==> src/rtl/spike_sel_pkg.sv <==
// Shared defaults, FSM state encoding and derived lane count for the spike index selector.
package spike_sel_pkg;

    localparam int DEF_N_PIXELS = 784;
    localparam int DEF_LANES    = 16;
    localparam int DEF_IDX_W    = 10;
    localparam int DEF_RAND_W   = 7;
    localparam int N_LANES      = DEF_N_PIXELS / DEF_LANES;

    typedef enum logic [2:0] {
        IDLE   = 3'd0,
        COUNT  = 3'd1,
        REDUCE = 3'd2,
        SELECT = 3'd3,
        FINISH = 3'd4
    } spike_sel_state_t;

endpackage

==> src/rtl/spike_index_selector_if.sv <==
// Request/result bundle between a time-step controller (master) and the spike index selector (slave).
interface spike_index_selector_if
    import spike_sel_pkg::*;
#(
    parameter int N_PIXELS = DEF_N_PIXELS,
    parameter int IDX_W    = DEF_IDX_W,
    parameter int RAND_W   = DEF_RAND_W
) ();
    logic                start;
    logic [N_PIXELS-1:0] spike_vec;
    logic [RAND_W-1:0]   rand_num;
    logic                lfsr_enable;
    logic                busy;
    logic                done;
    logic                spike_valid;
    logic [IDX_W-1:0]    spike_index;

    modport master (
        output start, spike_vec, rand_num,
        input  lfsr_enable, busy, done, spike_valid, spike_index
    );

    modport slave (
        input  start, spike_vec, rand_num,
        output lfsr_enable, busy, done, spike_valid, spike_index
    );
endinterface

==> src/rtl/spike_lane_scan.sv <==
// Purpose: popcount of one lane plus offset of its n-th set bit (n counted from 0).
// Latency: combinational.
// Backpressure: none; pure function of its inputs.
module spike_lane_scan
    import spike_sel_pkg::*;
#(
    parameter  int LANES = DEF_LANES,
    localparam int PW    = $clog2(LANES + 1),
    localparam int OW    = (LANES > 1) ? $clog2(LANES) : 1
) (
    input  logic [LANES-1:0] lane,
    input  logic [PW-1:0]    n,
    output logic [PW-1:0]    pop,
    output logic [OW-1:0]    offset,
    output logic             hit
);

    // pop doubles as the running rank of the bit being examined
    always_comb begin
        pop    = '0;
        offset = '0;
        hit    = 1'b0;
        for (int i = 0; i < LANES; i++) begin
            if (lane[i]) begin
                if (!hit && pop == n) begin
                    hit    = 1'b1;
                    offset = OW'(i);
                end
                pop = pop + PW'(1);
            end
        end
    end

endmodule

==> src/rtl/spike_index_selector.sv <==
// Purpose: pick one spiking pixel uniformly-ish by rand_num mod popcount; optional SPIKE_SEL_STATS_EN adds empty_steps.
// Latency: N_LANES count cycles + floor(rand/C) reduce cycles + lanes-to-hit select cycles + 1 finish cycle.
// Backpressure: start is accepted only in IDLE; requests while busy are dropped, not queued.
module spike_index_selector
    import spike_sel_pkg::*;
#(
    parameter int N_PIXELS = DEF_N_PIXELS,
    parameter int LANES    = DEF_LANES,
    parameter int IDX_W    = DEF_IDX_W,
    parameter int RAND_W   = DEF_RAND_W
) (
    input  logic                  clk,
    input  logic                  reset,
    spike_index_selector_if.slave sel
`ifdef SPIKE_SEL_STATS_EN
    ,
    output logic [15:0]           empty_steps
`endif
);

    localparam int NL  = N_PIXELS / LANES;
    localparam int LPW = (NL > 1) ? $clog2(NL) : 1;
    localparam int CW  = IDX_W + 1;
    localparam int TW  = (RAND_W > CW) ? RAND_W : CW;
    localparam int PW  = $clog2(LANES + 1);
    localparam int OW  = (LANES > 1) ? $clog2(LANES) : 1;

    spike_sel_state_t    state, state_n;
    logic [N_PIXELS-1:0] vec_q, vec_n;
    logic [LPW-1:0]      lane_ptr, lane_ptr_n;
    logic [CW-1:0]       cnt, cnt_n, cnt_sum;
    logic [TW-1:0]       target, target_n, target_red;
    logic [IDX_W-1:0]    index_q, index_n, lane_base;
    logic                valid_q, valid_n;
    logic                lfsr_q, lfsr_n;

    logic [LANES-1:0]    lane_bits;
    logic [PW-1:0]       lane_pop, scan_n;
    logic [OW-1:0]       lane_off;
    logic                lane_hit;
    logic                last_lane;

    assign lane_base  = IDX_W'(lane_ptr) * IDX_W'(LANES);
    assign lane_bits  = vec_q[lane_base +: LANES];
    assign last_lane  = (lane_ptr == LPW'(NL - 1));
    assign cnt_sum    = cnt + CW'(lane_pop);
    assign target_red = target - TW'(cnt);
    // In SELECT, target is the rank still to skip; anything >= LANES cannot land in this lane
    assign scan_n     = (target >= TW'(LANES)) ? PW'(LANES) : PW'(target);

    spike_lane_scan #(.LANES(LANES)) u_scan (
        .lane   (lane_bits),
        .n      (scan_n),
        .pop    (lane_pop),
        .offset (lane_off),
        .hit    (lane_hit)
    );

    always_comb begin
        state_n    = state;
        vec_n      = vec_q;
        lane_ptr_n = lane_ptr;
        cnt_n      = cnt;
        target_n   = target;
        index_n    = index_q;
        valid_n    = valid_q;
        lfsr_n     = 1'b0;
        case (state)
            IDLE: begin
                if (sel.start) begin
                    vec_n      = sel.spike_vec;
                    target_n   = TW'(sel.rand_num);
                    valid_n    = 1'b0;
                    lfsr_n     = 1'b1;
                    cnt_n      = '0;
                    lane_ptr_n = '0;
                    state_n    = COUNT;
                end
            end
            COUNT: begin
                cnt_n = cnt_sum;
                if (last_lane) begin
                    lane_ptr_n = '0;
                    if (cnt_sum == '0)
                        state_n = FINISH;
                    else if (target < TW'(cnt_sum))
                        state_n = SELECT;
                    else
                        state_n = REDUCE;
                end else begin
                    lane_ptr_n = lane_ptr + LPW'(1);
                end
            end
            REDUCE: begin
                target_n = target_red;
                if (target_red < TW'(cnt))
                    state_n = SELECT;
            end
            SELECT: begin
                if (lane_hit) begin
                    index_n = lane_base + IDX_W'(lane_off);
                    valid_n = 1'b1;
                    state_n = FINISH;
                end else begin
                    target_n   = target - TW'(lane_pop);
                    lane_ptr_n = lane_ptr + LPW'(1);
                end
            end
            FINISH:  state_n = IDLE;
            default: state_n = IDLE;
        endcase
    end

    always_ff @(posedge clk or posedge reset) begin
        if (reset) begin
            state    <= IDLE;
            vec_q    <= '0;
            lane_ptr <= '0;
            cnt      <= '0;
            target   <= '0;
            index_q  <= '0;
            valid_q  <= 1'b0;
            lfsr_q   <= 1'b0;
        end else begin
            state    <= state_n;
            vec_q    <= vec_n;
            lane_ptr <= lane_ptr_n;
            cnt      <= cnt_n;
            target   <= target_n;
            index_q  <= index_n;
            valid_q  <= valid_n;
            lfsr_q   <= lfsr_n;
        end
    end

    assign sel.busy        = (state != IDLE);
    assign sel.done        = (state == FINISH);
    assign sel.lfsr_enable = lfsr_q;
    assign sel.spike_valid = valid_q;
    assign sel.spike_index = index_q;

`ifdef SPIKE_SEL_STATS_EN
    always_ff @(posedge clk or posedge reset) begin
        if (reset)
            empty_steps <= '0;
        else if (state == FINISH && cnt == '0 && empty_steps != 16'hFFFF)
            empty_steps <= empty_steps + 16'd1;
    end
`endif

endmodule

==> src/flat_wrapper.sv <==
// flat-port wrapper written by rule: the top's interface ports become plain ports
module spike_index_selector_flat import spike_sel_pkg::*;
#(
    parameter int N_PIXELS = DEF_N_PIXELS,
    parameter int LANES    = DEF_LANES,
    parameter int IDX_W    = DEF_IDX_W,
    parameter int RAND_W   = DEF_RAND_W
)
  (clk, reset, sel_start, sel_spike_vec, sel_rand_num, sel_lfsr_enable, sel_busy, sel_done, sel_spike_valid, sel_spike_index);
  spike_index_selector_if #(.N_PIXELS(N_PIXELS), .IDX_W(IDX_W), .RAND_W(RAND_W)) sel_i ();
  input  logic clk;
  input  logic reset;
  input wire logic [$bits(sel_i.start)-1:0] sel_start;
  input wire logic [$bits(sel_i.spike_vec)-1:0] sel_spike_vec;
  input wire logic [$bits(sel_i.rand_num)-1:0] sel_rand_num;
  output wire logic [$bits(sel_i.lfsr_enable)-1:0] sel_lfsr_enable;
  output wire logic [$bits(sel_i.busy)-1:0] sel_busy;
  output wire logic [$bits(sel_i.done)-1:0] sel_done;
  output wire logic [$bits(sel_i.spike_valid)-1:0] sel_spike_valid;
  output wire logic [$bits(sel_i.spike_index)-1:0] sel_spike_index;
  assign sel_i.start = sel_start;
  assign sel_i.spike_vec = sel_spike_vec;
  assign sel_i.rand_num = sel_rand_num;
  assign sel_lfsr_enable = sel_i.lfsr_enable;
  assign sel_busy = sel_i.busy;
  assign sel_done = sel_i.done;
  assign sel_spike_valid = sel_i.spike_valid;
  assign sel_spike_index = sel_i.spike_index;
  spike_index_selector #(.N_PIXELS(N_PIXELS), .LANES(LANES), .IDX_W(IDX_W), .RAND_W(RAND_W)) u_core (.clk(clk), .reset(reset), .sel(sel_i));
endmodule
==> config.mk <==
export PLATFORM = sky130hd
export DESIGN_NAME = spike_index_selector_flat
export DESIGN_NICKNAME = d
export VERILOG_FILES = /design/src/rtl/spike_sel_pkg.sv /design/src/rtl/spike_index_selector_if.sv /design/src/rtl/spike_lane_scan.sv /design/src/rtl/spike_index_selector.sv /design/src/flat_wrapper.sv
export SDC_FILE = /design/constraint.sdc
export NUM_CORES = 2
export LEC_CHECK = 0
export BUFFER_PORTS_ARGS = -buffer_cell sky130_fd_sc_hd__buf_4
export CORE_AREA = 8 8 306 308
export DETAILED_ROUTE_END_ITERATION = 8
export DIE_AREA = 0 0 314 316
export PLACE_DENSITY_LB_ADDON = 0.12
export RECOVER_POWER = 50
export SYNTH_ARGS = -nofsm -noshare
export SYNTH_HDL_FRONTEND = slang
export SYNTH_SLANG_ARGS = --single-unit
==> constraint.sdc <==
create_clock -name clk -period 37.8 [get_ports clk]
set_clock_uncertainty 0.2 [all_clocks]
set_input_delay 5.67 -clock clk [delete_from_list [all_inputs] [get_ports clk]]
set_output_delay 5.67 -clock clk [all_outputs]
set_load 0.1 [all_outputs]
==> metrics.md <==
| Metric | Value |
|---|---|
| Status | finished, violations left |
| Failing checks | capacitance limit, slew limit |
| CTS Sinks | 827 |
| Via Count | 38139 |
| Pre-antenna DRT Iters | 5 |
| Syn Inst Count | 4871 |
| CP Launch Type | input pin |
| Simple-Gate Fraction of Synth Area | 25.6% |
| Mux cell area share after synthesis | 12.2% |
| Critical path origin | sel_start |
| Post-CTS resize count | 0 |
| Setup tns final | 0 ns |
| Mapped Nets | 5721 |
| RR Startpoint | u_core.lane_ptr[0] |
| Max incr delay on CP | 5.15 ns |
| Top post-synthesis cells by count | 2480 x nand2_1, 827 x dfrtp_1, 224 x clkbuf_1 |
| MaxCap Viol Count | 11 |
| Antenna-violating nets left | 0 |
| CTS H-Tree Depth | 3 |
| Mean post-synth cell area | 8.99 um^2 |
| Sequential share of the synthesized area | 47.3% |
| # nets final | 6382 |
| Ordered cell list for the critical path | clkbuf_1 -> nand2_1 -> clkinvlp_2 -> clkbuf_1 -> buf_4 -> buf_4 -> buf_4 -> nand2_1 -> nand2_1 |
| Adder-cell share of the synthesized area | 1.79% |
| Setup violators final | 0 |
| Synth async-reset ratio | 100% |
| Slew @ Worst Pin | 9.53 ns |
| Starting Density | 49.2% |
| Yosys top cell area share | 47.3% |
| # Post-CTS Setup Buffers | 0 |
| FMAX | 0.0517 GHz |
| Hold Path Class | flip-flop to flip-flop |
| P per Cell Area | 35.4 nW/um^2 |
| Total congestion overflow | 0 |
| DIE AREA | 99200 um^2 |
| Synth unique cells | 118 |
| Req. time, crit path | 38.20 ns |
| Reg2Reg Depth | 70 |
| Reg2reg setup slack | 19.44 ns |
| DRC | 0 |
| RSZ-0062 raised after global routing | false |
| Routed wire length | 166000 um |
| Latest clock arrival within the worst-skew pair | 0.66 ns |
| First-pass GRT wire length | 245000 um |
| Period utilization | 51.2% |
| CP max FO | 168 |
| Synth Cell Area | 43800 um^2 |
| Initial DRC Count | 3797 |
| Worst Setup EP | u_core.vec_q[351] |
| Pwr Total | 1.89 mW |
| Seq cells post-synth | 827 |
| Post-Synth XOR/XNOR Area | 3.33% |
| Post-synth top flop | dfrtp_1 |
| Post-synthesis compound-gate area fraction | 6.20% |
| Vias/cell | 5.61 |
| Core area | 89000 um^2 |
| Main combinational cell family by area after synthesis | simple AND/OR/NAND/NOR gates |
| GR Util All Layers | 32.6% |
| Synth warn | 0 |
| Max_slew headroom | -536% |
| Leading post-synthesis cells by cell area | dfrtp_1 47%, nand2_1 21%, mux4_2 8.7% |
| Clock Tree Root | clkbuf_16 |
| Die width | 314 um |
| Initial antenna violation count | 24 |
| Critical Path AT | 19.74 ns |
| Worst setup EP type | flip-flop |
| Final max-slew violation count | 1325 |
| Die Ht | 316 um |
| HPWL after DPL | 125000 um |
| Min Hold Slack | 0.266 ns |
| Layout area overhead | 22.0% |
| Reg2reg end | u_core.state[0] |
| Num rows | 110 |
| Hold buffers post-CTS | 0 |
| PortBufs | 807 |
| Vias in the first global route | 38329 |
| Fillers | 7924 |
| Number of flops mapped to enable cells by yosys | 0 |
| Avg WL per Cell | 24.4 um |
| Crit Path Category | input pin to flip-flop |
| Peak supply drop | 0.0000370 V |
| CP max stage cell | clkbuf_1 |
| Most common cell in the netlist | nand2_1 |
| CTS Buf Count | 91 |
| TritonCTS clock tree | yes |
| GPL Wtd Cong | 0.918 |
| Crit path time final | 19.34 ns |
| Largest net degree at the start of global routing | 230 |
| Final Hold Fails | 0 |
| Yosys top cell by area | dfrtp_1 |
| Max Root-Sink Buffers | 3 |
| Hold_sp | u_core.vec_q[46] |
| IO Pins | 808 |
| Leakage power total | 28.0 nW |
| Layout cells sized above 1 | 22.5% |
| Clock slew at reported path FFs | 0.06 ns |
layout by cell type, fill, tap and decap left out, types with 9 or more instances in the layout:
cell / count
a211oi_1: 19
a21o_1: 18
a21oi_1: 67
a22o_1: 12
a22oi_1: 19
a31oi_1: 16
and2_1: 23
and3_1: 10
buf_4: 837
clkbuf_1: 39
clkbuf_16: 91
clkbuf_8: 25
clkinv_2: 12
dfrtp_1: 822
diode_2: 16
ha_1: 53
inv_1: 56
mux2_2: 25
mux2i_1: 101
mux4_2: 170
nand2_1: 2480
nand2b_1: 19
nand3_1: 41
nand4_1: 17
nor2_1: 89
nor2b_1: 19
nor3_1: 33
nor4_1: 16
o211ai_1: 21
o21a_1: 9
o21ai_0: 54
o21ai_1: 12
o221ai_1: 9
or3_1: 14
xnor2_1: 72
xnor2_2: 10
xor2_1: 36
area by class of cell:
type	instances	area, um^2	area share (%)
antenna	16	40.0	0.0749
clock buffer	133	2690	5.02
clock inverter	30	367	0.686
inverter	63	246	0.461
multi-input combinational	3687	21500	40.2
sequential	827	20700	38.8
tap	1176	1470	2.75
timing repair buffer	862	6410	12.0
critical path: cells and delay by family:
family	cells	cell delay (ns)
buf+inv	6	12.16
simple gates	3	1.56
per-stage QoR:
stage	util, %	instances	setup WS [ns]	area [um^2]
CTS	60.1	6778	19.55	53600
floorplan	-	4871	8.70	43800
global route	60.0	6791	15.83	53400
detailed placement	56.7	6615	19.60	50500
global placement	56.7	6615	19.79	50500
finish	60.0	6794	18.46	53400
where the power goes:
part           switching, mW  total (mW)  internal (mW)
clock network          0.381       0.910          0.529
logic                 0.0430      0.0959         0.0529
registers                  0       0.886          0.886
cells by family after synthesis:
| family | after synthesis |
|---|---|
| simple gates | 2814 |
| compound gates | 370 |
| xor+xnor | 133 |
| fa+ha+maj | 62 |
| buf+inv | 357 |
| flops | 827 |
| mux | 308 |
routing by layer:
metal  vias up  routed length, um  global-route usage, %
met5         -                102                      0
met4        14               6930                   12.9
met3       282              11700                   6.68
met2      1450              80200                   53.1
met1     19010              67000                   42.8
li1      17383                  -                      -
worst min-delay path by stage:
stage / cells past startpoint / slack (ns) / endpoint
2_1_floorplan: 2 / 0.24 / u_core.vec_q[118]
3_3_place_gp: 2 / 0.25 / u_core.vec_q[38]
3_5_place_dp: 2 / 0.26 / u_core.vec_q[38]
4_1_cts: 2 / 0.27 / u_core.vec_q[46]
5_1_grt: 2 / 0.28 / u_core.vec_q[664]
6_report: 2 / 0.27 / u_core.vec_q[46]
sequential cells by signal (all words and copies together), names as in the netlist:
signal                  count
u_core.cnt                 11
u_core.lane_ptr             6
u_core.sel.lfsr_enable      1
u_core.sel.spike_index     10
u_core.sel.spike_valid      1
u_core.state                3
u_core.target              11
u_core.vec_q              784
Power figures use the tool's default switching activity.
